--- config.mk ---
export PLATFORM = sky130hd
export DESIGN_NAME = uart_rx_oversampled
export DESIGN_NICKNAME = d
export VERILOG_FILES = /design/src/rtl/uart_rx_oversampled.sv
export SDC_FILE = /design/constraint.sdc
export NUM_CORES = 1
export LEC_CHECK = 0
export BUFFER_PORTS_ARGS = -buffer_cell sky130_fd_sc_hd__buf_2
export CAP_MARGIN = 25
export CELL_PAD_IN_SITES_DETAIL_PLACEMENT = 0
export CELL_PAD_IN_SITES_GLOBAL_PLACEMENT = 1
export CORE_MARGIN = 2
export CORE_UTILIZATION = 25
export CTS_CLUSTER_DIAMETER = 100
export DETAILED_ROUTE_END_ITERATION = 8
export GPL_ROUTABILITY_DRIVEN = 0
export HOLD_SLACK_MARGIN = 0.02
export PLACE_DENSITY = 0.47
export SYNTH_ARGS = -nofsm -noshare
export SYNTH_HDL_FRONTEND = slang
export SYNTH_SLANG_ARGS = --single-unit
--- constraint.sdc ---
create_clock -name clk -period 2.9 [get_ports clk]
set_input_delay 0.29 -clock clk [delete_from_list [all_inputs] [get_ports clk]]
set_output_delay 0.29 -clock clk [all_outputs]
set_load 0.01 [all_outputs]
--- src/rtl/uart_rx_oversampled.sv ---
// uart_rx_oversampled: 16x oversampled UART receiver with configurable data/parity/stop
// framing, majority-vote bit sampling and a one-deep valid/ready holding register.
module uart_rx_oversampled #(
    parameter int CLOCK_RATE = 100_000_000,
    parameter int BAUD_RATE  = 9600,
    parameter int DATA_BITS  = 8,
    parameter int PARITY     = 0,
    parameter int STOP_BITS  = 1
) (
    input  logic                 clk,
    input  logic                 rstN,
    input  logic                 rx,
    output logic [DATA_BITS-1:0] data,
    output logic                 dataValid,
    input  logic                 dataReady,
    output logic                 parityErr,
    output logic                 frameErr,
    output logic                 overrun,
    output logic                 busy
);
    localparam int DIV_RAW = CLOCK_RATE / (BAUD_RATE * 16);
    localparam int DIV     = (DIV_RAW < 1) ? 1 : DIV_RAW;
    localparam int DIV_W   = (DIV > 1) ? $clog2(DIV) : 1;
    localparam logic [DIV_W-1:0] DIV_LAST = DIV_W'(DIV - 1);

    typedef enum logic [2:0] {S_IDLE, S_START, S_DATA, S_PARITY, S_STOP} state_t;

    state_t               state, state_next;
    logic                 rx_meta_p0, rx_sync_p1, rx_prev_p2;
    logic [DIV_W-1:0]     div_cnt;
    logic [3:0]           tick_cnt;
    logic [3:0]           bit_cnt;
    logic                 samp7, samp8;
    logic [DATA_BITS-1:0] shreg;
    logic                 par_err, frm_err;
    logic                 tick, at_sample, at_end, vote, fall;
    logic                 deliver, start_entry;

    function automatic logic majority3(input logic a, input logic b, input logic c);
        return (a & b) | (a & c) | (b & c);
    endfunction

    // Two-flop synchroniser, third flop only for falling-edge detection
    always_ff @(posedge clk or negedge rstN) begin
        if (!rstN) begin
            rx_meta_p0 <= 1'b1;
            rx_sync_p1 <= 1'b1;
            rx_prev_p2 <= 1'b1;
        end else begin
            rx_meta_p0 <= rx;
            rx_sync_p1 <= rx_meta_p0;
            rx_prev_p2 <= rx_sync_p1;
        end
    end

    assign tick      = (div_cnt == DIV_LAST);
    assign at_sample = tick && (tick_cnt == 4'd9);
    assign at_end    = tick && (tick_cnt == 4'd15);
    assign vote      = majority3(samp7, samp8, rx_sync_p1);
    assign fall      = rx_prev_p2 & ~rx_sync_p1;

    always_ff @(posedge clk or negedge rstN) begin
        if (!rstN) state <= S_IDLE;
        else       state <= state_next;
    end

    always_comb begin
        state_next  = state;
        deliver     = 1'b0;
        start_entry = 1'b0;
        busy        = (state != S_IDLE);
        case (state)
            S_IDLE: begin
                if (fall) begin
                    state_next  = S_START;
                    start_entry = 1'b1;
                end
            end
            S_START: begin
                if (at_sample && vote) state_next = S_IDLE;
                else if (at_end)       state_next = S_DATA;
            end
            S_DATA: begin
                if (at_end && (bit_cnt == 4'(DATA_BITS - 1)))
                    state_next = (PARITY != 0) ? S_PARITY : S_STOP;
            end
            S_PARITY: begin
                if (at_end) state_next = S_STOP;
            end
            S_STOP: begin
                // Deliver mid-way through the last stop bit so a following start edge is not missed
                if (at_sample && (bit_cnt == 4'(STOP_BITS - 1))) begin
                    deliver    = 1'b1;
                    state_next = S_IDLE;
                end
            end
            default: state_next = S_IDLE;
        endcase
    end

    always_ff @(posedge clk or negedge rstN) begin
        if (!rstN) begin
            div_cnt  <= '0;
            tick_cnt <= '0;
            bit_cnt  <= '0;
            samp7    <= 1'b1;
            samp8    <= 1'b1;
            shreg    <= '0;
            par_err  <= 1'b0;
            frm_err  <= 1'b0;
        end else if (start_entry) begin
            div_cnt  <= '0;
            tick_cnt <= '0;
            bit_cnt  <= '0;
            par_err  <= 1'b0;
            frm_err  <= 1'b0;
        end else begin
            div_cnt <= tick ? '0 : div_cnt + 1'b1;
            if (tick) begin
                tick_cnt <= tick_cnt + 4'd1;
                if (tick_cnt == 4'd7) samp7 <= rx_sync_p1;
                if (tick_cnt == 4'd8) samp8 <= rx_sync_p1;
            end
            if (at_sample) begin
                case (state)
                    S_DATA:   shreg   <= {vote, shreg[DATA_BITS-1:1]};
                    S_PARITY: par_err <= (^shreg) ^ vote ^ (PARITY == 2);
                    S_STOP:   frm_err <= frm_err | ~vote;
                    default:  ;
                endcase
            end
            if (at_end) begin
                case (state)
                    S_DATA:  bit_cnt <= (bit_cnt == 4'(DATA_BITS - 1)) ? 4'd0 : bit_cnt + 4'd1;
                    S_STOP:  bit_cnt <= bit_cnt + 4'd1;
                    default: bit_cnt <= 4'd0;
                endcase
            end
        end
    end

    // Holding register: a new frame is only dropped when the old word is neither free nor accepted
    always_ff @(posedge clk or negedge rstN) begin
        if (!rstN) begin
            data      <= '0;
            dataValid <= 1'b0;
            parityErr <= 1'b0;
            frameErr  <= 1'b0;
            overrun   <= 1'b0;
        end else if (deliver) begin
            if (!dataValid || dataReady) begin
                data      <= shreg;
                parityErr <= par_err;
                frameErr  <= frm_err | ~vote;
                dataValid <= 1'b1;
                overrun   <= 1'b0;
            end else begin
                overrun <= 1'b1;
            end
        end else if (dataValid && dataReady) begin
            dataValid <= 1'b0;
            overrun   <= 1'b0;
        end
    end
endmodule

==> impl_metrics.toml <==
[floorplan]
io_pins = 17
core.rowCount = 35
coreArea_mm2 = 0.009153
die-area_mm2 = 0.01011
die_y_um = 100.5
floorplan.initialDensity_pct = 25.45
die_w_um = 100.5

[yosys]
synthCells = 204
post_synthesis_sequential_area_ratio_pct = 51.83
yosys_register_bits = 48
postSynthAreaPerCell_um2 = 11.42
synth_area_leaders = "sky130_fd_sc_hd__dfrtp_1, sky130_fd_sc_hd__mux2_2, sky130_fd_sc_hd__dfstp_2, sky130_fd_sc_hd__xnor2_1, sky130_fd_sc_hd__ha_1"
synth_top_cell_by_area = "sky130_fd_sc_hd__dfrtp_1"
synthesis.area_mm2 = 0.002330
yosysUniqueCellTypes = 40
ys_warn_count = 0
yosys.area.top_type_share_pct = 46.19
syn_nets = 215

[power_and_ir_drop]
power_frac_clock_pct = 34.6
intPower_mw = 1.091
vdd_ir_max_mv = 0.2304
power_switching_share_pct = 27.42
power.share.sequential_pct = 52.5
combinationalPowerShare_pct = 12.9
netSwitchingPower_mw = 0.4122
cellLeakagePower_nw = 1.241
post-layout-total-power_mw = 1.503
p_per_area_mw_per_mm2 = 554.8

[cts]
clock_latency_ns = 0.30
cts_tree = "done"
clkTransAtPathRegs_ns = 0.09
cts.repair_timing.setup_buffer_count = 0
cts_root_buf = "sky130_fd_sc_hd__clkbuf_8"
tritoncts.num_buffers = 5
htreeDepth = 2
postCtsResizedCells = 0
clock_sinks = 48
cts_buffer_depth = 2

[sta]
slew_viol_final = 0
finalCriticalPeriod_ns = 2.327
finClkSkew_ns = 0.005620
timing.setup.tns_ns = 0
grt_setup_unrepaired = "no"
final_min_period_over_clock_period_pct = 80.25
normalized_max_slew_margin_pct = 62.00
max_freq_ghz = 0.4297
worst-slew-pin-transition_ns = 0.5657
holdWs_ns = 0.08077
report.final.hold_viol_count = 0
final-setup-viol-count = 0

[critical_path]
critPathRequiredTime_ns = 3.09
crit_start = "div_cnt[4]"
arrival_ns = 2.52
timing.critical_path.to_type = "register"
setup.worst_path.start_class = "register"
critical_path.max_fanout = 8
timing_worst_setup_path_type = "reg2reg"
crit-reg2reg-launch = "div_cnt[4]"

[place]
detailedPlacementHpwl_um = 3421
io_buf_count = 16

[worst_hold_path]
holdCritStartpoint = "rx"
worstHoldPathType = "in2reg"

[job]
drv_cap = 0

[routing]
remaining_routing_drc_violations = 0
routed_wl_um = 4623
route.detailed.wl_per_inst_um = 13.52
vias_per_cell = 4.594
routed-via-count = 1571
initial_drc_count = 19
antenna_violation_net_count_after_detailed_routing = 0
drt_pass1_iterations = 4

[global_routing]
largest_net_degree_at_the_start_of_global_routing = 21
antenna_violations_before_repair = 0
global_route_wire_length_before_repair_um = 8128
first_global_vias = 1663
grt.overflow.total = 0
track_usage_pct = 10.24

[finish]
area_growth_pct = 16.27
layout.filler_cells = 965
post_route_cells_drive_above_1_share_pct = 26.84
final_cell_mix = "sky130_fd_sc_hd__dfrtp_1, sky130_fd_sc_hd__mux2_2, sky130_fd_sc_hd__nor2_1"
num_antenna_cells = 0
final_net_count = 241
layout.cells.most_common = "sky130_fd_sc_hd__dfrtp_1"

[outcome]
run_status = "complete, no violations"
## state kept, by name (all words and copies together), names as in the netlist
| register | cells |
|---|---|
| tick_cnt | 4 |
| frm_err | 1 |
| dataValid | 1 |
| state | 3 |
| bit_cnt | 4 |
| parityErr | 1 |
| par_err | 1 |
| samp7 | 1 |
| shreg | 8 |
| div_cnt | 10 |
| samp8 | 1 |
| rx_meta_p0 | 1 |
| rx_sync_p1 | 1 |
| frameErr | 1 |
| data | 8 |
| overrun | 1 |
| rx_prev_p2 | 1 |
## critical path: stages (launching register included)
cell	delay (ns)
sky130_fd_sc_hd__dfrtp_1	0.44
sky130_fd_sc_hd__or4b_4	0.59
sky130_fd_sc_hd__nor4_4	0.49
sky130_fd_sc_hd__nand4_2	0.34
sky130_fd_sc_hd__mux2_2	0.36
## power by group through the flow
stage | combinational [mW] | clock [mW] | sequential, mW
after floorplan | 0.150 | 0 | 0.776
after global placement | 0.196 | 0 | 0.802
after detailed placement | 0.194 | 0 | 0.803
after CTS | 0.197 | 0.546 | 0.790
after global routing | 0.227 | 0.572 | 0.800
final | 0.193 | 0.520 | 0.789
## layout make-up
class / instances / area (µm²) / share of cell area [%]
clock buffers: 6 / 82.58 / 3.048
clock inverters: 2 / 38.79 / 1.432
inverters: 8 / 30.03 / 1.109
multi-input cells: 144 / 1076 / 39.72
flip-flops and latches: 48 / 1207 / 44.57
well taps: 111 / 138.9 / 5.127
repair buffers: 23 / 135.1 / 4.988
## cells in the mapped netlist, drive strengths merged
cell and n:
nor3b 3, nand3 7, and3 1, xnor2 14, and3b 1, or3 2, o21ai 4, nor4b 1
and4 1, a31o 2, nor4 5, dfstp 5, maj3 1, nand3b 2, xnor3 1, nand4 8
ha 7, mux2i 1, o211a 1, inv 8, clkbuf 3, buf 1, a21o 1, and4b 1
nand2 14, mux2 20, a31oi 1, a21oi 7, nand4b 2, or2 1, a211oi 1, nor3 6
or4b 1, dfrtp 43, nand2b 5, xor2 3, nor2 19
## through the flow
stage / std cells / instance area, µm² / utilization (%) / worst slack [ns]
finish: 342 / 2709 / 29.60 / 0.5726
global route: 342 / 2709 / 29.60 / 0.4396
CTS: 342 / 2709 / 29.60 / 0.5379
detailed placement: 333 / 2577 / 28.16 / 0.5388
global placement: 333 / 2577 / 28.16 / 0.5767
floorplan: 204 / 2330 / - / 0.8333
## final timing paths
kind,endpoint,slack (ns),cells after the start
setup / recovery,shreg[1],0.57,4
hold reg to reg,rx_sync_p1,0.36,0
setup reg to reg,shreg[1],0.57,4
hold / removal,rx_meta_p0,0.08,1
min in group asynchronous,bit_cnt[0],0.49,2
max in group asynchronous,samp8,1.76,3
## per-layer routing
layer / global-route usage (%) / vias to the layer above / part of all wire (%)
met4: 2.529 / 0 / 0.67
li1: - / 768 / -
met2: 16.78 / 13 / 46
met5: 0 / - / 0
met3: 2.288 / 2 / 2.2
met1: 13.79 / 788 / 51
## cells by family after synthesis
kind of cell               count (synthesis)  share of synthesized area [%]
DFF                                       48                          51.83
buffers and inverters                     12                          1.987
AOI/OAI and AO/OA                         17                          4.458
muxes                                     21                          10.10
xor gates and xnor gates                  18                          7.358
adders and majority gates                  8                          4.189
and+or+nand+nor                           80                          20.09
## repair_timing
action,CTS,global route
setup endpoints to repair,0,0
hold endpoints to repair,17,0
hold buffers,1,0
No activity file was read; power rests on OpenSTA's default activity.
